## src/rtl/pipe_ctrl_pkg.sv

```systemverilog
// Shared types for the pipeline controller: stall codes, stall bus payload, arbiter states.
package pipe_ctrl_pkg;

  localparam int unsigned StallBus = 2;
  localparam int unsigned BurstW   = 4;

  typedef enum logic [StallBus-1:0] {
    PASS = 2'b00,
    HOLD = 2'b01,
    BUBB = 2'b10
  } stall_e;

  typedef enum logic [1:0] {
    ARB_IDLE      = 2'd0,
    ARB_SERVE_IF  = 2'd1,
    ARB_SERVE_MEM = 2'd2
  } arb_state_e;

  typedef struct packed {
    stall_e pc;
    stall_e if_id;
    stall_e id_ex;
    stall_e ex_mem;
    stall_e mem_wb;
  } stall_bus_t;

  function automatic stall_bus_t make_stall(stall_e pc, stall_e if_id, stall_e id_ex,
                                            stall_e ex_mem, stall_e mem_wb);
    stall_bus_t s;
    s.pc     = pc;
    s.if_id  = if_id;
    s.id_ex  = id_ex;
    s.ex_mem = ex_mem;
    s.mem_wb = mem_wb;
    return s;
  endfunction

endpackage

```

## src/rtl/pipe_ctrl_if.sv

```systemverilog
// Pipeline-controller bus: memory-port handshake, hazard inputs and per-stage stall codes.
interface pipe_ctrl_if #(
  parameter int unsigned CNT_W = 32
);
  import pipe_ctrl_pkg::*;

  logic                  if_req;
  logic                  mem_req;
  logic                  mctl_done;
  logic                  id_stall_req;
  logic                  ex_branch_taken;
  logic                  grant_if;
  logic                  grant_mem;
  logic                  if_done;
  logic                  mem_done;
  logic [StallBus-1:0]   stall_pc;
  logic [StallBus-1:0]   stall_if_id;
  logic [StallBus-1:0]   stall_id_ex;
  logic [StallBus-1:0]   stall_ex_mem;
  logic [StallBus-1:0]   stall_mem_wb;
  logic [CNT_W-1:0]      stall_cnt;

  // Pipeline / memory side drives requests and consumes grants and stall codes.
  modport master (
    output if_req, mem_req, mctl_done, id_stall_req, ex_branch_taken,
    input  grant_if, grant_mem, if_done, mem_done,
    input  stall_pc, stall_if_id, stall_id_ex, stall_ex_mem, stall_mem_wb, stall_cnt
  );

  modport slave (
    input  if_req, mem_req, mctl_done, id_stall_req, ex_branch_taken,
    output grant_if, grant_mem, if_done, mem_done,
    output stall_pc, stall_if_id, stall_id_ex, stall_ex_mem, stall_mem_wb, stall_cnt
  );

endinterface

```

## src/rtl/pipe_ctrl_mem_port_arb.sv

```systemverilog
// Memory-port arbiter between IF and MEM: FSM, MEM burst limiter, squashed-fetch discard flag.
module pipe_ctrl_mem_port_arb
  import pipe_ctrl_pkg::*;
#(
  parameter int unsigned MAX_MEM_BURST = 4
) (
  input  logic clk,
  input  logic rst_n,
  input  logic if_req,
  input  logic mem_req,
  input  logic mctl_done,
  input  logic ex_branch_taken,
  output logic grant_if,
  output logic grant_mem,
  output logic if_done_c,
  output logic mem_done_c
);

  localparam logic [BurstW-1:0] BurstMax = BurstW'(MAX_MEM_BURST);
  localparam logic [BurstW-1:0] BurstSat = '1;

  arb_state_e        state_q, state_d;
  logic [BurstW-1:0] burst_q, burst_d;
  logic              discard_q, discard_d;

  // State, grants, burst counter and discard flag.
  always_ff @(posedge clk or negedge rst_n) begin
    if (!rst_n) begin
      state_q   <= ARB_IDLE;
      burst_q   <= '0;
      discard_q <= 1'b0;
      grant_if  <= 1'b0;
      grant_mem <= 1'b0;
    end else begin
      state_q   <= state_d;
      burst_q   <= burst_d;
      discard_q <= discard_d;
      grant_if  <= (state_d == ARB_SERVE_IF);
      grant_mem <= (state_d == ARB_SERVE_MEM);
    end
  end

  // Next-state and completion decode.
  always_comb begin
    state_d    = state_q;
    burst_d    = burst_q;
    discard_d  = discard_q;
    if_done_c  = 1'b0;
    mem_done_c = 1'b0;
    unique case (state_q)
      ARB_IDLE: begin
        // Stray mctl_done here is a protocol violation and is ignored.
        if (mem_req && ((burst_q < BurstMax) || !if_req)) begin
          state_d = ARB_SERVE_MEM;
        end else if (if_req) begin
          state_d = ARB_SERVE_IF;
        end
      end
      ARB_SERVE_MEM: begin
        if (mctl_done) begin
          mem_done_c = 1'b1;
          state_d    = ARB_IDLE;
          if (!if_req) begin
            burst_d = '0;
          end else if (burst_q != BurstSat) begin
            burst_d = burst_q + BurstW'(1);
          end
        end
      end
      ARB_SERVE_IF: begin
        if (mctl_done) begin
          // A branch in the completion cycle squashes the fetch without arming discard.
          if_done_c = !discard_q && !ex_branch_taken;
          discard_d = 1'b0;
          burst_d   = '0;
          state_d   = ARB_IDLE;
        end else if (ex_branch_taken) begin
          discard_d = 1'b1;
        end
      end
      default: state_d = ARB_IDLE;
    endcase
  end

endmodule

```

## src/rtl/pipe_ctrl.sv

```systemverilog
// Central 5-stage pipeline controller: memory-port arbitration, stall priority and stall counter.
module pipe_ctrl
  import pipe_ctrl_pkg::*;
#(
  parameter int unsigned MAX_MEM_BURST = 4,
  parameter int unsigned CNT_W         = 32
) (
  input  logic        clk,
  input  logic        rst_n,
  pipe_ctrl_if.slave  bus
);

  logic             grant_if;
  logic             grant_mem;
  logic             if_done_c;
  logic             mem_done_c;
  logic             mem_wait;
  logic             if_wait;
  stall_bus_t       stall;
  logic [CNT_W-1:0] stall_cnt_q;

  pipe_ctrl_mem_port_arb #(
    .MAX_MEM_BURST (MAX_MEM_BURST)
  ) u_arb (
    .clk             (clk),
    .rst_n           (rst_n),
    .if_req          (bus.if_req),
    .mem_req         (bus.mem_req),
    .mctl_done       (bus.mctl_done),
    .ex_branch_taken (bus.ex_branch_taken),
    .grant_if        (grant_if),
    .grant_mem       (grant_mem),
    .if_done_c       (if_done_c),
    .mem_done_c      (mem_done_c)
  );

  // Stall priority: memory wait, then branch flush, then load-use, then fetch wait.
  always_comb begin
    stall    = make_stall(PASS, PASS, PASS, PASS, PASS);
    mem_wait = bus.mem_req && !mem_done_c;
    if_wait  = bus.if_req && !if_done_c;
    if (!rst_n) begin
      stall = make_stall(PASS, PASS, PASS, PASS, PASS);
    end else if (mem_wait) begin
      stall = make_stall(HOLD, HOLD, HOLD, HOLD, BUBB);
    end else if (bus.ex_branch_taken) begin
      stall = make_stall(PASS, BUBB, BUBB, PASS, PASS);
    end else if (bus.id_stall_req) begin
      stall = make_stall(HOLD, HOLD, BUBB, PASS, PASS);
    end else if (if_wait) begin
      stall = make_stall(HOLD, BUBB, PASS, PASS, PASS);
    end
  end

  // Saturating count of PC-hold cycles.
  always_ff @(posedge clk or negedge rst_n) begin
    if (!rst_n) begin
      stall_cnt_q <= '0;
    end else if ((stall.pc == HOLD) && (stall_cnt_q != '1)) begin
      stall_cnt_q <= stall_cnt_q + CNT_W'(1);
    end
  end

  assign bus.grant_if     = grant_if;
  assign bus.grant_mem    = grant_mem;
  assign bus.if_done      = if_done_c;
  assign bus.mem_done     = mem_done_c;
  assign bus.stall_pc     = stall.pc;
  assign bus.stall_if_id  = stall.if_id;
  assign bus.stall_id_ex  = stall.id_ex;
  assign bus.stall_ex_mem = stall.ex_mem;
  assign bus.stall_mem_wb = stall.mem_wb;
  assign bus.stall_cnt    = stall_cnt_q;

endmodule
```

## src/flat_wrapper.sv

```systemverilog
// flat-port wrapper written by rule: the top's interface ports become plain ports
module pipe_ctrl_flat import pipe_ctrl_pkg::*;
#(
  parameter int unsigned MAX_MEM_BURST = 4,
  parameter int unsigned CNT_W         = 32
)
  (clk, rst_n, bus_if_req, bus_mem_req, bus_mctl_done, bus_id_stall_req, bus_ex_branch_taken, bus_grant_if, bus_grant_mem, bus_if_done, bus_mem_done, bus_stall_pc, bus_stall_if_id, bus_stall_id_ex, bus_stall_ex_mem, bus_stall_mem_wb, bus_stall_cnt);
  pipe_ctrl_if #(.CNT_W(CNT_W)) bus_i ();
  input  logic clk;
  input  logic rst_n;
  input wire logic [$bits(bus_i.if_req)-1:0] bus_if_req;
  input wire logic [$bits(bus_i.mem_req)-1:0] bus_mem_req;
  input wire logic [$bits(bus_i.mctl_done)-1:0] bus_mctl_done;
  input wire logic [$bits(bus_i.id_stall_req)-1:0] bus_id_stall_req;
  input wire logic [$bits(bus_i.ex_branch_taken)-1:0] bus_ex_branch_taken;
  output wire logic [$bits(bus_i.grant_if)-1:0] bus_grant_if;
  output wire logic [$bits(bus_i.grant_mem)-1:0] bus_grant_mem;
  output wire logic [$bits(bus_i.if_done)-1:0] bus_if_done;
  output wire logic [$bits(bus_i.mem_done)-1:0] bus_mem_done;
  output wire logic [$bits(bus_i.stall_pc)-1:0] bus_stall_pc;
  output wire logic [$bits(bus_i.stall_if_id)-1:0] bus_stall_if_id;
  output wire logic [$bits(bus_i.stall_id_ex)-1:0] bus_stall_id_ex;
  output wire logic [$bits(bus_i.stall_ex_mem)-1:0] bus_stall_ex_mem;
  output wire logic [$bits(bus_i.stall_mem_wb)-1:0] bus_stall_mem_wb;
  output wire logic [$bits(bus_i.stall_cnt)-1:0] bus_stall_cnt;
  assign bus_i.if_req = bus_if_req;
  assign bus_i.mem_req = bus_mem_req;
  assign bus_i.mctl_done = bus_mctl_done;
  assign bus_i.id_stall_req = bus_id_stall_req;
  assign bus_i.ex_branch_taken = bus_ex_branch_taken;
  assign bus_grant_if = bus_i.grant_if;
  assign bus_grant_mem = bus_i.grant_mem;
  assign bus_if_done = bus_i.if_done;
  assign bus_mem_done = bus_i.mem_done;
  assign bus_stall_pc = bus_i.stall_pc;
  assign bus_stall_if_id = bus_i.stall_if_id;
  assign bus_stall_id_ex = bus_i.stall_id_ex;
  assign bus_stall_ex_mem = bus_i.stall_ex_mem;
  assign bus_stall_mem_wb = bus_i.stall_mem_wb;
  assign bus_stall_cnt = bus_i.stall_cnt;
  pipe_ctrl #(.MAX_MEM_BURST(MAX_MEM_BURST), .CNT_W(CNT_W)) u_core (.clk(clk), .rst_n(rst_n), .bus(bus_i));
endmodule
```

## config.mk

```make
export PLATFORM = sky130hd
export DESIGN_NAME = pipe_ctrl_flat
export DESIGN_NICKNAME = d
export VERILOG_FILES = /design/src/rtl/pipe_ctrl_pkg.sv /design/src/rtl/pipe_ctrl_if.sv /design/src/rtl/pipe_ctrl_mem_port_arb.sv /design/src/rtl/pipe_ctrl.sv /design/src/flat_wrapper.sv
export SDC_FILE = /design/constraint.sdc
export NUM_CORES = 1
export LEC_CHECK = 0
export CORE_MARGIN = 2
export CORE_UTILIZATION = 45
export DETAILED_ROUTE_END_ITERATION = 8
export HOLD_SLACK_MARGIN = 0.02
export PLACE_DENSITY = 0.76
export SYNTH_ARGS = -nofsm -noshare
export SYNTH_HDL_FRONTEND = slang
export SYNTH_SLANG_ARGS = --single-unit
```

## constraint.sdc

```tcl
create_clock -name clk -period 2.15 [get_ports clk]
set_clock_uncertainty 0.1 [all_clocks]
set_input_delay 0.215 -clock clk [delete_from_list [all_inputs] [get_ports clk]]
set_output_delay 0.215 -clock clk [all_outputs]
set_load 0.03 [all_outputs]
```

==> results by group <==
Logic synthesis
  – Largest family of logic cells by synthesized area: simple AND/OR/NAND/NOR gates
  – Post-synthesis simple-gate area fraction: 0.261
  – Mapped Area: 2190 um2
  – Register area share after synthesis: 0.469
  – Adder-Cell Fraction of Synth Area: 0.0343
  – Ys Warns: 0
  – Post-synth top flop: dfrtp_1
  – Mux share of post-synthesis cell area: 0.0149
  – Post-synthesis async set-or-reset flop share: 1.00
  – Cells after synthesis: 211
  – Compound-Gate Fraction of Synth Area: 0.0618
  – Yosys reg bits: 41
  – Distinct cells, synth: 41
  – XOR/XNOR share of the synthesized area: 0.116
  – Syn_area_per_cell: 10.4 um2
  – Number of synthesized flops with an enable pin: 0

Worst setup path
  – Data required, critical path: 2.26 ns
  – Critical path type: flip-flop to flip-flop
  – Crit-path max FO: 4
  – Critical Path AT: 2.23 ns
  – Critical path startpoint category: flip-flop
  – CP Capture Type: flip-flop

Floorplan
  – Initial Util: 0.466
  – Core area: 4690 um2
  – Die width: 73.7 um
  – # rows: 25
  – I/O Pins: 53
  – Die ar.: 5430 um2
  – Die Y-Extent: 73.7 um

Pwr
  – Psw: 885 uW
  – Clock power share: 0.216
  – Net Sw Frac: 0.352
  – Power Density: 831 nW/um2
  – LEAKAGE: 0.00138 uW
  – Gate power share: 0.381
  – Reg power frac: 0.403
  – Worst VDD drop: 509 uV
  – Pint: 1630 uW

Clocking
  – Clock transition at path regs: 0.07 ns
  – Clock Sinks: 41
  – TritonCTS buffer count: 5
  – Clk_lat worst skew: 0.29 ns
  – Deepest clock path buffer count: 2
  – Root Buffer Master: clkbuf_8
  – H-tree depth: 2
  – CTS tree: built

Layout
  – Non-filler instance count after layout: 343
  – Area growth syn-to-layout: 38.4%
  – Most frequent cells in the layout: clkdlybuf4s50_1 (39), dfrtp_1 (39), buf_4 (29)
  – Layout cells sized above 1: 0.208
  – Antenna cells: 0
  – Fill count: 384
  – Layout Nets: 301

Outcome
  – Status: complete, no violations

Timing
  – Fin crit period: 2.12 ns
  – Worst setup margin: 0.0335 ns
  – Rel. slew slack: 0.648
  – Unrepaired setup endpoints after global routing: yes
  – Setup violations, final: 0
  – Slew Viols, Final: 0
  – Hold Vio Cnt, Final: 0
  – Max Freq: 472 MHz
  – Worst slew pin tran: 0.525 ns
  – Fin crit share: 0.984
  – Setup_tns: 0 ns

Placement
  – GPL Wtd Cong: 0.866
  – DP Wirelength: 3.49 mm
  – Placed cell count: 332
  – Worst slack, placed: -0.145 ns
  – Port Buffers: 49

Drt
  – DRT Wirelength: 4.64 mm
  – Residual DRC count: 0
  – Post-DR wirelength/cell: 13.5 um
  – Initial drt markers: 70
  – Via Count: 1844
  – Post-DR vias/cell: 5.38
  – TritonRoute pass-1 iters: 4
  – Routed Antenna Nets: 0

Global routing
  – Vias in the first global route: 1721
  – Tot GR Track Use: 0.184
  – Largest net degree at the start of global routing: 38
  – Initial antenna violation count: 0
  – GRT overflow: 0
  – First-pass GRT wire length: 7.64 mm

Job
  – Max_cap viols: 0

Min path
  – Hold crit path type: primary input to async pin
power by group through the flow:
stage               clock (uW)  combinational (uW)  sequential (uW)
floorplan                    0                 384             1170
global placement             0                 910             1020
detailed placement           0                 923             1030
CTS                        562                 935             1010
global route               592                1050             1040
finish                     543                 958             1010
area by class of cell:
type,instances,area [um2],share of cell area
clock buffers,7,96.3,0.0318
clock inverters,1,5.00,0.00165
inverters,11,41.3,0.0136
multi-input cells,154,1120,0.370
flip-flops and latches,41,1030,0.340
well taps,54,67.6,0.0223
repair buffers,75,668,0.221
registers in the layout (all words and copies together), names as in the netlist:
| signal | count |
|---|---|
| u_core.bus.stall_cnt | 32 |
| u_core.u_arb.burst_q | 4 |
| u_core.u_arb.discard_q | 1 |
| u_core.u_arb.grant_if | 1 |
| u_core.u_arb.grant_mem | 1 |
| u_core.u_arb.state_q | 2 |
final timing paths:
| path | from | slack (ns) | cells past startpoint | to |
|---|---|---|---|---|
| worst min register to register | u_core.bus.stall_cnt[29]$_DFFE_PN0P_ | 0.41 | 1 | u_core.bus.stall_cnt[29]$_DFFE_PN0P_ |
| worst max-delay path | u_core.u_arb.state_q[0]$_DFF_PN0_ | 0.03 | 8 | u_core.bus.stall_cnt[22]$_DFFE_PN0P_ |
| max in group asynchronous | rst_n | 1.02 | 3 | u_core.bus.stall_cnt[1]$_DFFE_PN0P_ |
| worst min-delay path | rst_n | 0.20 | 2 | u_core.u_arb.grant_if$_DFF_PN0_ |
| worst max register to register | u_core.u_arb.state_q[0]$_DFF_PN0_ | 0.03 | 8 | u_core.bus.stall_cnt[22]$_DFFE_PN0P_ |
| min in group clk | u_core.bus.stall_cnt[29]$_DFFE_PN0P_ | 0.41 | 1 | u_core.bus.stall_cnt[29]$_DFFE_PN0P_ |
cell families (layout without fill, tap and decap cells):
family / after synthesis / after routing
AND/OR/NAND/NOR: 92 / 92
multiplexers: 3 / 3
XOR/XNOR: 29 / 29
flip-flops: 41 / 41
adder cells (fa/ha/maj): 6 / 6
buffers and inverters: 18 / 94
other: 1 / 3
AO/OA/AOI/OAI: 21 / 21
repair_timing:
action / CTS / global route
cloned: 0 / 0
endpoints found under the hold margin: 4 / 0
buffers inserted: 0 / 2
resized for setup: 10 / 5
pin swaps: 3 / 5
hold buffers: 1 / 0
endpoints found under the setup margin: 7 / 11
through the flow:
| step | area (um2) | power, uW | utilization | hold WS, ns |
|---|---|---|---|---|
| after global routing | 3030 | 2680 | 0.645 | 0.217 |
| after CTS | 2990 | 2510 | 0.638 | 0.189 |
| after floorplan | 2200 | 1550 | - | -0.181 |
| after detailed placement | 2860 | 1950 | 0.610 | -0.0285 |
| after global placement | 2860 | 1930 | 0.610 | -0.0293 |
| final | 3030 | 2510 | 0.645 | 0.197 |
per-layer routing:
layer  wire (um)  vias up  global-route usage
met5           0        -                   0
met4          57        0              0.0586
met3         195        6              0.0466
met2        2330       43               0.296
met1        2060      900               0.243
li1            -      895                   -
worst max-delay path, stage by stage (launching register included):
cell and delay [ns]:
dfrtp_1 0.40, buf_6 0.13, ha_4 0.15, nand3b_1 0.11, a311oi_2 0.12, buf_4 0.17, or4b_4 0.58, nor2_4 0.13
xor2_1 0.15
cell usage after synthesis, types with 3 or more instances:
| cell type | number | share of area |
|---|---|---|
| a21oi_1 | 5 | 0.011 |
| and2_1 | 3 | 0.0086 |
| and3_1 | 7 | 0.020 |
| and4_1 | 3 | 0.012 |
| buf_4 | 5 | 0.017 |
| dfrtp_1 | 41 | 0.47 |
| ha_1 | 6 | 0.034 |
| inv_1 | 11 | 0.019 |
| nand2_1 | 12 | 0.021 |
| nand2b_1 | 4 | 0.011 |
| nand3_1 | 13 | 0.030 |
| nand4_1 | 17 | 0.049 |
| nor2_1 | 13 | 0.022 |
| nor2_2 | 3 | 0.0086 |
| nor2b_1 | 3 | 0.0086 |
| o21ai_0 | 6 | 0.014 |
| xnor2_1 | 23 | 0.092 |
| xor2_1 | 6 | 0.024 |
Power figures use the tool's default switching activity.
